<file path="config.mk">
export PLATFORM = sky130hd
export DESIGN_NAME = demux_seq_ctrl_flat
export DESIGN_NICKNAME = d
export VERILOG_FILES = /design/src/rtl/demux_seq_ctrl_pkg.sv /design/src/rtl/demux_seq_ctrl_if.sv /design/src/rtl/demux_slot_bank.sv /design/src/rtl/demux_seq_ctrl.sv /design/src/flat_wrapper.sv
export SDC_FILE = /design/constraint.sdc
export NUM_CORES = 1
export LEC_CHECK = 0
export ABC_AREA = 1
export CAP_MARGIN = 5
export CELL_PAD_IN_SITES_DETAIL_PLACEMENT = 1
export CELL_PAD_IN_SITES_GLOBAL_PLACEMENT = 1
export CORE_MARGIN = 2
export CORE_UTILIZATION = 35
export DETAILED_ROUTE_END_ITERATION = 8
export GPL_TIMING_DRIVEN = 0
export PLACE_DENSITY_LB_ADDON = 0.1
export RECOVER_POWER = 50
export REMOVE_ABC_BUFFERS = 1
export SYNTH_ARGS = -nofsm -noshare
export SYNTH_HDL_FRONTEND = slang
export SYNTH_SLANG_ARGS = --single-unit
</file>
<file path="constraint.sdc">
create_clock -name clk -period 3.45 [get_ports clk]
set_clock_uncertainty 0.15 [all_clocks]
set_input_delay 0.345 -clock clk [delete_from_list [all_inputs] [get_ports clk]]
set_output_delay 0.345 -clock clk [all_outputs]
set_load 0.02 [all_outputs]
</file>
<file path="src/rtl/demux_seq_ctrl_pkg.sv">
// Shared constants and FSM encoding for the autoencoder demux stage.
// Package ae_pkg: word width, slot count, select width and FSM states.
package ae_pkg;

    localparam int DATA_W = 16;
    localparam int N_OUT  = 9;
    localparam int SEL_W  = $clog2(N_OUT);

    typedef enum logic [1:0] {
        IDLE = 2'd0,
        FILL = 2'd1,
        FULL = 2'd2
    } dm_state_t;

endpackage

</file>
<file path="src/rtl/demux_seq_ctrl_if.sv">
// Stream-in / frame-out handshake bundle for the demux sequencer.
// master drives the stream and consumes the frame; slave is the sequencer.
interface demux_seq_ctrl_if;
    import ae_pkg::*;

    logic                    start;
    logic                    in_valid;
    logic [DATA_W-1:0]       in_data;
    logic                    in_ready;
    logic [SEL_W-1:0]        select;
    logic [N_OUT*DATA_W-1:0] out_data;
    logic                    out_valid;
    logic                    out_ready;
    logic                    busy;

    modport master (
        output start, in_valid, in_data, out_ready,
        input  in_ready, select, out_data, out_valid, busy
    );

    modport slave (
        input  start, in_valid, in_data, out_ready,
        output in_ready, select, out_data, out_valid, busy
    );

endinterface

</file>
<file path="src/rtl/demux_slot_bank.sv">
// Registered N_OUT x DATA_W slot bank written one slot at a time.
// Slot k is presented on out_data[k*DATA_W +: DATA_W].
module demux_slot_bank
    import ae_pkg::*;
(
    input  logic                    clk,
    input  logic                    clr_n,
    input  logic                    wr_en,
    input  logic [SEL_W-1:0]        wr_idx,
    input  logic [DATA_W-1:0]       wr_data,
    output logic [N_OUT*DATA_W-1:0] out_data
);

    logic [N_OUT-1:0][DATA_W-1:0] mem;

    // Clear all slots, or store one word at the indexed slot.
    always_ff @(posedge clk) begin
        if (!clr_n) begin
            mem <= '0;
        end else if (wr_en && (wr_idx < SEL_W'(N_OUT))) begin
            mem[wr_idx] <= wr_data;
        end
    end

    assign out_data = mem;

endmodule

</file>
<file path="src/rtl/demux_seq_ctrl.sv">
// Sequencer for the 9-way 16-bit demux: serial words in, 9-word frame out.
// Optional frame counter port enabled by defining DEMUX_FRAME_CNT_EN.
module demux_seq_ctrl
    import ae_pkg::*;
(
    input  logic              clk,
    input  logic              rst_n,
    demux_seq_ctrl_if.slave   bus
`ifdef DEMUX_FRAME_CNT_EN
    ,
    output logic [7:0]        frame_cnt
`endif
);

    localparam logic [SEL_W-1:0] LAST = SEL_W'(N_OUT - 1);

    dm_state_t               state;
    logic [SEL_W-1:0]        sel_q;
    logic                    rdy_q;
    logic                    vld_q;
    logic                    busy_q;
    logic                    wr_en;
    logic [N_OUT*DATA_W-1:0] frame;

    assign wr_en = bus.in_valid & rdy_q;

    // Frame FSM with select counter and registered handshake outputs.
    always_ff @(posedge clk) begin
        if (!rst_n) begin
            state  <= IDLE;
            sel_q  <= '0;
            rdy_q  <= 1'b0;
            vld_q  <= 1'b0;
            busy_q <= 1'b0;
        end else begin
            unique case (state)
                IDLE: begin
                    if (bus.start) begin
                        state  <= FILL;
                        sel_q  <= '0;
                        rdy_q  <= 1'b1;
                        busy_q <= 1'b1;
                    end
                end
                FILL: begin
                    if (bus.in_valid) begin
                        if (sel_q == LAST) begin
                            state <= FULL;
                            rdy_q <= 1'b0;
                            vld_q <= 1'b1;
                        end else begin
                            sel_q <= sel_q + SEL_W'(1);
                        end
                    end
                end
                FULL: begin
                    if (bus.out_ready) begin
                        vld_q <= 1'b0;
                        sel_q <= '0;
                        if (bus.start) begin
                            state <= FILL;
                            rdy_q <= 1'b1;
                        end else begin
                            state  <= IDLE;
                            busy_q <= 1'b0;
                        end
                    end
                end
                default: begin
                    state  <= IDLE;
                    sel_q  <= '0;
                    rdy_q  <= 1'b0;
                    vld_q  <= 1'b0;
                    busy_q <= 1'b0;
                end
            endcase
        end
    end

    demux_slot_bank u_bank (
        .clk      (clk),
        .clr_n    (rst_n),
        .wr_en    (wr_en),
        .wr_idx   (sel_q),
        .wr_data  (bus.in_data),
        .out_data (frame)
    );

    assign bus.in_ready  = rdy_q;
    assign bus.out_valid = vld_q;
    assign bus.busy      = busy_q;
    assign bus.select    = sel_q;
    assign bus.out_data  = frame;

`ifdef DEMUX_FRAME_CNT_EN
    // Count delivered frames; wraps naturally at 8 bits.
    always_ff @(posedge clk) begin
        if (!rst_n) begin
            frame_cnt <= 8'd0;
        end else if (vld_q && bus.out_ready) begin
            frame_cnt <= frame_cnt + 8'd1;
        end
    end
`endif

endmodule

</file>
<file path="src/flat_wrapper.sv">
// flat-port wrapper written by rule: the top's interface ports become plain ports
module demux_seq_ctrl_flat import ae_pkg::*;
  (clk, rst_n, bus_start, bus_in_valid, bus_in_data, bus_out_ready, bus_in_ready, bus_select, bus_out_data, bus_out_valid, bus_busy);
  demux_seq_ctrl_if bus_i ();
  input  logic clk;
  input  logic rst_n;
  input wire logic [$bits(bus_i.start)-1:0] bus_start;
  input wire logic [$bits(bus_i.in_valid)-1:0] bus_in_valid;
  input wire logic [$bits(bus_i.in_data)-1:0] bus_in_data;
  input wire logic [$bits(bus_i.out_ready)-1:0] bus_out_ready;
  output wire logic [$bits(bus_i.in_ready)-1:0] bus_in_ready;
  output wire logic [$bits(bus_i.select)-1:0] bus_select;
  output wire logic [$bits(bus_i.out_data)-1:0] bus_out_data;
  output wire logic [$bits(bus_i.out_valid)-1:0] bus_out_valid;
  output wire logic [$bits(bus_i.busy)-1:0] bus_busy;
  assign bus_i.start = bus_start;
  assign bus_i.in_valid = bus_in_valid;
  assign bus_i.in_data = bus_in_data;
  assign bus_i.out_ready = bus_out_ready;
  assign bus_in_ready = bus_i.in_ready;
  assign bus_select = bus_i.select;
  assign bus_out_data = bus_i.out_data;
  assign bus_out_valid = bus_i.out_valid;
  assign bus_busy = bus_i.busy;
  demux_seq_ctrl u_core (.clk(clk), .rst_n(rst_n), .bus(bus_i));
endmodule
</file>
==> metrics.md <==
| Metric | Value |
|---|---|
| Cells after Synth | 733 |
| YS warnings | 0 |
| CTS clk-pin slew, worst paths | 0.06 ns |
| Via density | 4.81 |
| Placed inst area | 0.00744 sq mm |
| P_int | 2.86 mW |
| Post-synthesis sequential area ratio | 54.5% |
| Vias in the first global route | 5,428 |
| CTS Hold Bufs | 0 |
| Setup Viol. Count Final | 0 |
| Net switching power | 0.899 mW |
| Vias | 5,358 |
| Final WL | 19.6 mm |
| Final Util | 50.6% |
| Pwr per Cell Area | 471 mW/mm^2 |
| Adder-cell area share of the yosys netlist | 1.11% |
| Synth Area in Compound Gates | 13.7% |
| Hold Path Stages | 3 |
| Peak VDD IR | 0.305 mV |
| Combinational Power Share | 6.8% |
| Tot GR Track Use | 23.1% |
| Routability cong. | 0.808 |
| Sequential cell area | 0.00306 sq mm |
| Die Y | 131 um |
| DP HPWL | 13.2 mm |
| Core area | 0.0158 sq mm |
| Relative slew margins | 46.6% |
| XOR/XNOR Fraction of Synth Area | 0.156% |
| Starting Density | 35.6% |
| Routed WL per cell | 17.6 um |
| Nets | 913 |
| Clock Tree Root | clkbuf_16 |
| Fin. max-slew vios | 0 |
| H-tree depth | 4 |
| CTS sink count | 153 |
| Clock Latency Late Sink | 0.42 ns |
| Post-CTS sizing | 0 |
| Final Instance Area | 0.00798 sq mm |
| Port Buf Inserts | 171 |
| Post-synthesis mux area share | 0% |
| Startpoint Class | flip-flop |
| Status | complete, no violations |
| DR pass1 iterations | 4 |
| Clock power share | 45.2% |
| Remaining global-route overflow | 0 |
| Worst setup EP type | flip-flop |
| Final Power | 3.75 mW |
| N_diodes | 0 |
| Crit path arrival time | 2.59 ns |
| DR iter-0 viols | 239 |
| Detail Route Antenna Nets | 0 |
| RSZ-0062 raised after global routing | no |
| Max Buffers Root-to-Sink | 2 |
| Footprint of the multi-input gates | 0.00226 sq mm |
| Worst setup path class | flip-flop to flip-flop |
| Simple-gate share of the synthesized area | 25.3% |
| Final min period | 2.38 ns |
| First-pass GRT wire length | 29.5 mm |
| Sequential power share | 47.9% |
| IO Pins | 172 |
| Max Freq | 419 MHz |
| Std-Cell Rows | 46 |
| Max Cap Violations | 0 |
| Leakage | 3.51 nW |
| Critical Path RT | 3.66 ns |
| Main synth FF type | dfxtp_1 |
| TritonCTS buffer count | 17 |
| Largest net degree at the start of global routing | 90 |
| #FFs+latches synth | 153 |
| Die X | 131 um |
| Worst hold margin | 0.247 ns |
| # Post-CTS Setup Buffers | 0 |
| Mapped cell area | 0.00562 sq mm |
| EDFF count, synth | 0 |
| Fin. Hold Viols | 0 |
| Fraction of layout cells with a size suffix above 1 | 5.12% |
| Async SR Flop Fraction | 0% |
| Post-Syn Area per Cell | 7.67 sq um |
| Crit-path max FO | 24 |
| Die area | 0.0171 sq mm |
| Worst Tran Pin Value | 0.801 ns |
| Net Sw Frac | 23.9% |
| Logic depth of the worst register-to-register path | 10 |
| Main combinational cell family by area after synthesis | simple AND/OR/NAND/NOR gates |
| Area delta synth->final | 41.9% |
| Hold Crit Class | input pin to flip-flop |
| CTS tree | yes |
| DR DRC count | 0 |
| Filler Cells Inserted | 1,948 |
| Final Cycle Share | 69.1% |
| Unique cell type count in the Yosys netlist | 24 |
| Antenna violations before repair | 0 |
path summary, 6_finish.rpt:
path	start	end	slack, ns
max	u_core.bus.select[0]	u_core.u_bank.out_data[39]	1.07
min	rst_n	u_core.bus.in_ready	0.25
max reg2reg	u_core.bus.select[0]	u_core.u_bank.out_data[39]	1.07
min reg2reg	u_core.u_bank.out_data[128]	u_core.u_bank.out_data[128]	0.31
power by group through the flow:
| stage | combinational [mW] | sequential [mW] | clock (mW) |
|---|---|---|---|
| 3_3_place_gp | 0.260 | 1.84 | 0 |
| 3_5_place_dp | 0.263 | 1.84 | 0 |
| 4_1_cts | 0.264 | 1.80 | 1.73 |
| 6_report | 0.257 | 1.80 | 1.70 |
| 2_1_floorplan | 0.0888 | 1.86 | 0 |
| 5_1_grt | 0.283 | 1.80 | 1.81 |
cells in the mapped netlist, types with 3 or more instances:
cell / instances / area [sq um]
nor2_1: 273 / 1020
dfxtp_1: 153 / 3060
o21ai_0: 133 / 666
nand2_1: 44 / 165
nand3_1: 24 / 120
clkbuf_1: 23 / 86.3
inv_1: 23 / 86.3
a21oi_1: 20 / 100
buf_2: 7 / 35.0
ha_1: 5 / 62.6
nand2_2: 5 / 31.3
inv_2: 4 / 15.0
buf_6: 3 / 33.8
nand2_4: 3 / 33.8
cells in the final DEF, fill, tap and decap left out, drive strengths merged, types with 3 or more instances in the layout:
cell type,instances
nor2,274
dfxtp,153
dlygate4sd3,147
o21ai,133
nand2,52
inv,28
nand3,24
clkdlybuf4s50,23
clkbuf,23
a21oi,20
clkinv,7
ha,5
nor3,3
cells by family (layout without fill, tap and decap cells):
kind of cell	Yosys count	in the layout
AOI/OAI and AO/OA	154	154
xor gates and xnor gates	1	1
adders and majority gates	5	5
buffers and inverters	65	231
DFF	153	153
and+or+nand+nor	355	355
stage by stage:
| stage | setup slack [ns] | instances | TNS, ns |
|---|---|---|---|
| floorplan | 1.50 | 696 | 0 |
| global placement | -2.12 | 1083 | -142.51 |
| detailed placement | 0.735 | 1084 | 0 |
| CTS | 1.04 | 1115 | 0 |
| global route | 0.787 | 1115 | 0 |
| finish | 1.07 | 1115 | 0 |
metal layers:
layer  global-route usage [%]  part of all wire (%)  routed length (um)
met3                     5.05                   3.9                 757
met5                        0                     0                   0
met4                     8.39                   2.0                 401
met1                     28.0                    45                8720
met2                     40.5                    50                9700
state kept, by name, summed over array words and instances (netlist names):
name / flops
u_core.bus.busy: 1
u_core.bus.in_ready: 1
u_core.bus.out_valid: 1
u_core.bus.select: 4
u_core.state: 2
u_core.u_bank.out_data: 144
cell type report:
type	count	area share, %
clock buffer	23	6.12
clock inverter	8	0.580
inverter	28	1.35
multi-input combinational	515	28.4
sequential	153	38.4
tap	216	3.39
timing repair buffer	172	21.8
critical path, cell delays in order, from the launching register on:
cell	delay, ns
dfxtp_1	0.37
inv_1	0.17
ha_1	0.18
nand2_1	0.06
nand2_1	0.05
nand2_1	0.08
inv_4	0.26
nand2_2	0.27
inv_1	0.48
nor2_1	0.12
nor2_1	0.12
Note: power is estimated with default switching activity, not from simulation.
